$ cat config.mk
export PLATFORM = sky130hd
export DESIGN_NAME = byte_reg_sequencer_flat
export DESIGN_NICKNAME = d
export VERILOG_FILES = /design/src/rtl/byte_reg_sequencer_if.sv /design/src/rtl/byte_reg_sequencer.sv /design/src/flat_wrapper.sv
export SDC_FILE = /design/constraint.sdc
export NUM_CORES = 1
export LEC_CHECK = 0
export CORE_MARGIN = 10
export CORE_UTILIZATION = 40
export DETAILED_ROUTE_END_ITERATION = 6
export HOLD_SLACK_MARGIN = 0.02
export PLACE_DENSITY_LB_ADDON = 0.05
export SLEW_MARGIN = 10
export SYNTH_ARGS = -nofsm -noshare
export SYNTH_HDL_FRONTEND = slang
export SYNTH_SLANG_ARGS = --single-unit
$ cat constraint.sdc
create_clock -name clk -period 2.3 [get_ports clk]
set_clock_uncertainty 0.2 [all_clocks]
set_input_delay 0.46 -clock clk [delete_from_list [all_inputs] [get_ports clk]]
set_output_delay 0.46 -clock clk [all_outputs]
set_load 0.1 [all_outputs]
$ cat src/rtl/byte_reg_sequencer_if.sv
// Byte stream input plus byte-write port toward the register bank.
// The sequencer uses the slave modport; the shifter/bank side uses master.
interface byte_reg_sequencer_if #(
  parameter int WW = 2
);
  // Byte stream from the serial shifter
  logic          s_valid;
  logic [7:0]    s_data;
  logic          s_ready;

  // Byte-enabled write toward the register bank
  logic          reg_we;
  logic [WW-1:0] reg_word;
  logic [1:0]    reg_byte_sel;
  logic [7:0]    reg_byte_in;

  modport master (
    output s_valid, s_data,
    input  s_ready,
    input  reg_we, reg_word, reg_byte_sel, reg_byte_in
  );

  modport slave (
    input  s_valid, s_data,
    output s_ready,
    output reg_we, reg_word, reg_byte_sel, reg_byte_in
  );
endinterface

$ cat src/rtl/byte_reg_sequencer.sv
// byte_reg_sequencer: turns an accepted byte stream into one byte-lane write
// per byte across NUM_WORDS 32-bit registers, in MSB-first or LSB-first order.
// Optional LOAD stall timeout is compiled in with `define BYTE_SEQ_TIMEOUT_EN;
// without it LOAD waits indefinitely and error is constant 0.
module byte_reg_sequencer #(
  parameter int NUM_WORDS      = 4,
  parameter bit MSB_FIRST      = 1'b1,
  parameter int TIMEOUT_CYCLES = 255,
  parameter int LW             = $clog2(4 * NUM_WORDS + 1)
) (
  input  logic                 clk,
  input  logic                 rst,
  input  logic                 start,
  input  logic [LW-1:0]        len,
  input  logic                 abort,
  byte_reg_sequencer_if.slave  bus,
  output logic                 busy,
  output logic                 done,
  output logic                 error
);

  localparam int MAXB = 4 * NUM_WORDS;
  localparam int WW   = (NUM_WORDS > 1) ? $clog2(NUM_WORDS) : 1;

  typedef enum logic [1:0] {
    IDLE  = 2'd0,
    LOAD  = 2'd1,
    DRAIN = 2'd2,
    DONE  = 2'd3
  } state_t;

  state_t        state;
  state_t        state_nx;

  logic [LW-1:0] len_q;      // clipped transfer length L
  logic [LW-1:0] idx_q;      // index of the next byte to accept
  logic [LW-1:0] len_clip;
  logic [LW-1:0] pos;        // byte position of the current byte in the transfer
  logic          hs;
  logic          last;
  logic          timeout;

  logic          we_q;
  logic [WW-1:0] word_q;
  logic [1:0]    sel_q;
  logic [7:0]    data_q;

  assign len_clip = (len > LW'(MAXB)) ? LW'(MAXB) : len;
  assign hs       = bus.s_valid && bus.s_ready;
  assign last     = (idx_q == len_q - 1'b1);
  assign pos      = MSB_FIRST ? (len_q - 1'b1 - idx_q) : idx_q;

  // State register
  // NOTE: sequential state always uses non-blocking assignments so every
  // register samples the pre-edge values and simulation matches hardware.
  always_ff @(posedge clk) begin
    if (!rst) state <= IDLE;
    else      state <= state_nx;
  end

  // Next-state and state-decoded outputs; abort beats everything in LOAD/DRAIN
  // NOTE: every output of this block gets a default first, so no path leaves
  // a variable unassigned and no latch is inferred.
  always_comb begin
    state_nx    = state;
    bus.s_ready = 1'b0;
    busy        = (state != IDLE);
    done        = (state == DONE);
    unique case (state)
      IDLE: begin
        if (start) state_nx = (len_clip == '0) ? DONE : LOAD;
      end
      LOAD: begin
        bus.s_ready = !abort;
        if (abort)            state_nx = IDLE;
        else if (timeout)     state_nx = IDLE;
        else if (hs && last)  state_nx = DRAIN;
      end
      DRAIN: begin
        state_nx = abort ? IDLE : DONE;
      end
      DONE: begin
        state_nx = IDLE;
      end
      default: state_nx = IDLE;
    endcase
  end

  // Length latch and byte index; the index only moves on an accepted byte
  always_ff @(posedge clk) begin
    if (!rst) begin
      len_q <= '0;
      idx_q <= '0;
    end else if (state == IDLE && start) begin
      len_q <= len_clip;
      idx_q <= '0;
    end else if (hs) begin
      idx_q <= idx_q + 1'b1;
    end
  end

  // Registered write port: one strobe per accepted byte, address/data held
  // between strobes so the bank sees stable values
  always_ff @(posedge clk) begin
    if (!rst) begin
      we_q   <= 1'b0;
      word_q <= '0;
      sel_q  <= '0;
      data_q <= '0;
    end else begin
      we_q <= hs;
      if (hs) begin
        word_q <= WW'(pos >> 2);
        sel_q  <= pos[1:0];
        data_q <= bus.s_data;
      end
    end
  end

  assign bus.reg_we       = we_q;
  assign bus.reg_word     = word_q;
  assign bus.reg_byte_sel = sel_q;
  assign bus.reg_byte_in  = data_q;

`ifdef BYTE_SEQ_TIMEOUT_EN
  localparam int GW = $clog2(TIMEOUT_CYCLES + 1);

  logic [GW-1:0] gap_q;
  logic          error_q;

  // Fires on the cycle that would bring the gap count to TIMEOUT_CYCLES;
  // an abort in the same cycle takes precedence and leaves error clear.
  assign timeout = (state == LOAD) && !hs && !abort &&
                   (gap_q == GW'(TIMEOUT_CYCLES - 1));

  // Consecutive LOAD cycles without an accepted byte
  always_ff @(posedge clk) begin
    if (!rst)                     gap_q <= '0;
    else if (state != LOAD || hs) gap_q <= '0;
    else                          gap_q <= gap_q + 1'b1;
  end

  // Sticky timeout flag, cleared only by an accepted start or reset
  always_ff @(posedge clk) begin
    if (!rst)                        error_q <= 1'b0;
    else if (state == IDLE && start) error_q <= 1'b0;
    else if (timeout)                error_q <= 1'b1;
  end

  assign error = error_q;
`else
  // Without the timeout option the limit has no effect; it is kept so the
  // parameter list is identical in both builds.
  logic unused_timeout_cfg;
  assign unused_timeout_cfg = (TIMEOUT_CYCLES == 0);
  assign timeout = 1'b0;
  assign error   = 1'b0;
`endif

endmodule
$ cat src/flat_wrapper.sv
// flat-port wrapper written by rule: the top's interface ports become plain ports
module byte_reg_sequencer_flat 
#(
  parameter int NUM_WORDS      = 4,
  parameter bit MSB_FIRST      = 1'b1,
  parameter int TIMEOUT_CYCLES = 255,
  parameter int LW             = $clog2(4 * NUM_WORDS + 1)
)
  (clk, rst, start, len, abort, busy, done, error, bus_s_valid, bus_s_data, bus_s_ready, bus_reg_we, bus_reg_word, bus_reg_byte_sel, bus_reg_byte_in);
  byte_reg_sequencer_if bus_i ();
  input  logic clk;
  input  logic rst;
  input  logic start;
  input  logic [LW-1:0] len;
  input  logic abort;
  output logic busy;
  output logic done;
  output logic error;
  input wire logic [$bits(bus_i.s_valid)-1:0] bus_s_valid;
  input wire logic [$bits(bus_i.s_data)-1:0] bus_s_data;
  output wire logic [$bits(bus_i.s_ready)-1:0] bus_s_ready;
  output wire logic [$bits(bus_i.reg_we)-1:0] bus_reg_we;
  output wire logic [$bits(bus_i.reg_word)-1:0] bus_reg_word;
  output wire logic [$bits(bus_i.reg_byte_sel)-1:0] bus_reg_byte_sel;
  output wire logic [$bits(bus_i.reg_byte_in)-1:0] bus_reg_byte_in;
  assign bus_i.s_valid = bus_s_valid;
  assign bus_i.s_data = bus_s_data;
  assign bus_s_ready = bus_i.s_ready;
  assign bus_reg_we = bus_i.reg_we;
  assign bus_reg_word = bus_i.reg_word;
  assign bus_reg_byte_sel = bus_i.reg_byte_sel;
  assign bus_reg_byte_in = bus_i.reg_byte_in;
  byte_reg_sequencer #(.NUM_WORDS(NUM_WORDS), .MSB_FIRST(MSB_FIRST), .TIMEOUT_CYCLES(TIMEOUT_CYCLES), .LW(LW)) u_core (.clk(clk), .rst(rst), .start(start), .len(len), .abort(abort), .bus(bus_i), .busy(busy), .done(done), .error(error));
endmodule
==> impl_summary.log <==
INFO  metric async_flop_share = 0
INFO  metric synth_area_per_cell = 8.95 µm²
INFO  metric outcome = complete, no violations
INFO  metric post_cts_hold_buffer_count = 0
INFO  metric placedInstanceArea = 1580 µm²
INFO  metric synth_cell_type_count = 33
INFO  metric vias_per_cell = 4.95
INFO  metric drt_iter0_drc = 26
INFO  metric synth_area_leaders = dfxtp_1, nand2_1, a21boi_0
INFO  metric totalWireLength = 2700 µm
INFO  metric die_width = 74.5 µm
INFO  metric antennaDiodeCount = 0
INFO  metric synth.yosys.seq_area_share = 0.421
INFO  metric crit_path_top_delay_cell = clkdlybuf4s50_1
INFO  metric cts-root-buf = clkbuf_4
INFO  metric number_of_global_route_vias_before_repair = 985
INFO  metric power_density_of_the_placed_cells = 552 nW/µm²
INFO  metric place.detailed.hpwl = 2190 µm
INFO  metric design_area = 1610 µm²
INFO  metric placement_rows = 19
INFO  metric tritoncts = yes
INFO  metric maxCapViolCount = 0
INFO  metric cts.htree.levels = 1
INFO  metric path_cells = clkdlybuf4s50_1, nor3b_4, buf_12
INFO  metric critPathLaunchType = primary input
INFO  metric ys_dominant_reg_cell = dfxtp_1
INFO  metric placeableCoreArea = 2810 µm²
INFO  metric yosysWarnings = 0
INFO  metric post_synth_most_frequent_cells = nand2_1, dfxtp_1, a21boi_0
INFO  metric largest_net_degree_at_the_start_of_global_routing = 18
INFO  metric fin_nets = 196
INFO  metric area_growth_syn_to_layout = 35.6%
INFO  metric initial_core_util = 0.424
INFO  metric peakVddDrop = 0.277 mV
INFO  metric ioPinCount = 35
INFO  metric worst_min_path_class = flop to flop
INFO  metric post-cts-setup-buffers = 0
INFO  metric final-setup-viol-count = 0
INFO  metric fin_tns_setup = 0 ns
INFO  metric highest_net_fanout_along_the_worst_path = 4
INFO  metric dieArea = 5560 µm²
INFO  metric synth_most_common_cell = nand2_1
INFO  metric final_hold_viol_count = 0
INFO  metric grt_first_pass_wirelength = 4400 µm
INFO  metric postRouteAntennaNets = 0
INFO  metric synthDominantAreaCellType = dfxtp_1
INFO  metric worstSkewPairLatency = 0.32 ns
INFO  metric grt.overflow.total = 0
INFO  metric synth_enable_flop_cells = 0
INFO  metric cts.clk_slew.worst_paths = 0.14 ns
INFO  metric groute.usage.overall = 0.0994
INFO  metric yosys_register_bits = 25
INFO  metric vias = 1000
INFO  metric worst_ep_arrival_time = 1.49 ns
INFO  metric fmaxAchievable = 0.466 GHz
INFO  metric static-leakage-power = 0.688 nW
INFO  metric fp.dieH = 74.5 µm
INFO  metric placement.io_buffers = 33
INFO  metric wire_per_inst = 13.4 µm
INFO  metric drt-pass1-iter-count = 4
INFO  metric critical_path_class = primary input to output pin
INFO  metric synthesis.nets = 157
INFO  metric period_minus_slack = 2.15 ns
INFO  metric critPathMaxStageDelay = 0.50 ns
INFO  metric setup_repair_after_global_routing_missed_its_margin = false
INFO  metric timing_max_transition_violations_final = 0
INFO  metric synthesis.area = 1190 µm²
INFO  metric ctsResizeCount = 0
INFO  metric nFillCells = 271
INFO  metric period_share = 0.933
INFO  metric place_congestion = 0.803
INFO  metric cp_data_required_time = 1.64 ns
INFO  metric synth_top_area_share = 0.421
INFO  metric initial_antenna_violation_count = 0
INFO  metric clk_path_buf_depth = 2
INFO  metric tritoncts_num_sinks = 25
INFO  metric route.detailed.drc = 0
INFO  metric crit_path_end_kind = output pin
INFO  metric tritoncts.num_buffers = 3
INFO  metric synth_cells = 133
INFO  metric post_route_cells_drive_above_1_share = 0.164
## state kept, by name (all words and copies together) (netlist names)
| name | flops |
|---|---|
| u_core.len_q | 5 |
| u_core.bus.reg_byte_sel | 2 |
| u_core.bus.reg_byte_in | 8 |
| u_core.bus.reg_we | 1 |
| u_core.state | 2 |
| u_core.bus.reg_word | 2 |
| u_core.idx_q | 5 |
## cell type report
cell class / count / area (µm²) / share of cell area
Clock buffer: 3 / 22.5 / 0.0140
Clock inverter: 1 / 7.51 / 0.00465
Inverter: 9 / 33.8 / 0.0209
Multi-Input combinational cell: 94 / 638 / 0.395
Sequential cell: 25 / 500 / 0.310
Tap cell: 31 / 38.8 / 0.0240
Timing Repair Buffer: 39 / 373 / 0.231
## logic make-up (layout without fill, tap and decap cells)
logic type | Yosys count | in the layout | synth area share
simple gates | 49 | 49 | 0.202
compound gates | 25 | 25 | 0.155
flops | 25 | 25 | 0.421
buf+inv | 14 | 52 | 0.0526
xor+xnor | 11 | 11 | 0.0810
fa+ha+maj | 6 | 6 | 0.0694
mux | 2 | 2 | 0.0168
other cells | 1 | 1 | 0.00315
## critical path, delay by kind of cell
| kind | cells | cell delay (ns) |
|---|---|---|
| buf+inv | 2 | 0.71 |
| simple gates | 1 | 0.31 |
## per-stage QoR
stage | setup slack (ns) | power [mW] | utilization | hold slack [ns] | instances
final | 0.155 | 0.891 | 0.575 | 0.274 | 202
after global routing | 0.0153 | 0.937 | 0.575 | 0.301 | 202
after CTS | 0.144 | 0.902 | 0.575 | 0.278 | 202
after detailed placement | 0.157 | 0.704 | 0.565 | 0.259 | 198
after global placement | 0.169 | 0.701 | 0.565 | 0.250 | 198
after floorplan | 0.202 | 0.623 | - | 0.255 | 133
## where the power goes
group	switching [mW]	internal [mW]
Combinational	0.143	0.0901
Clock	0.132	0.0664
Sequential	0.0122	0.447
## placed cells by master (no fill, tap or decap), types with 4 or more instances in the layout
cell type,instances
nor2_1,6
xnor2_1,5
xor2_1,6
dfxtp_1,25
clkdlybuf4s50_1,17
a22o_1,4
inv_1,9
buf_4,19
ha_1,5
a21boi_0,10
nand2_1,26
## final timing paths
kind              cells past startpoint  slack (ns)                       from                   endpoint
setup / recovery                      3        0.15                      abort                bus_s_ready
setup reg to reg                      8        0.17            u_core.len_q[1]     u_core.bus.reg_word[1]
hold / removal                        2        0.27  u_core.bus.reg_byte_in[4]  u_core.bus.reg_byte_in[4]
hold reg to reg                       2        0.27  u_core.bus.reg_byte_in[4]  u_core.bus.reg_byte_in[4]
## metal layers
| metal | GRT usage | up-vias | share of wire | wire length [µm] |
|---|---|---|---|---|
| met4 | 0.0378 | 0 | 0.010 | 27 |
| met1 | 0.120 | 442 | 0.47 | 1270 |
| li1 | - | 523 | - | - |
| met5 | 0 | - | 0 | 0 |
| met2 | 0.159 | 31 | 0.43 | 1150 |
| met3 | 0.0359 | 4 | 0.093 | 251 |
(Power assumes the default switching activity.)
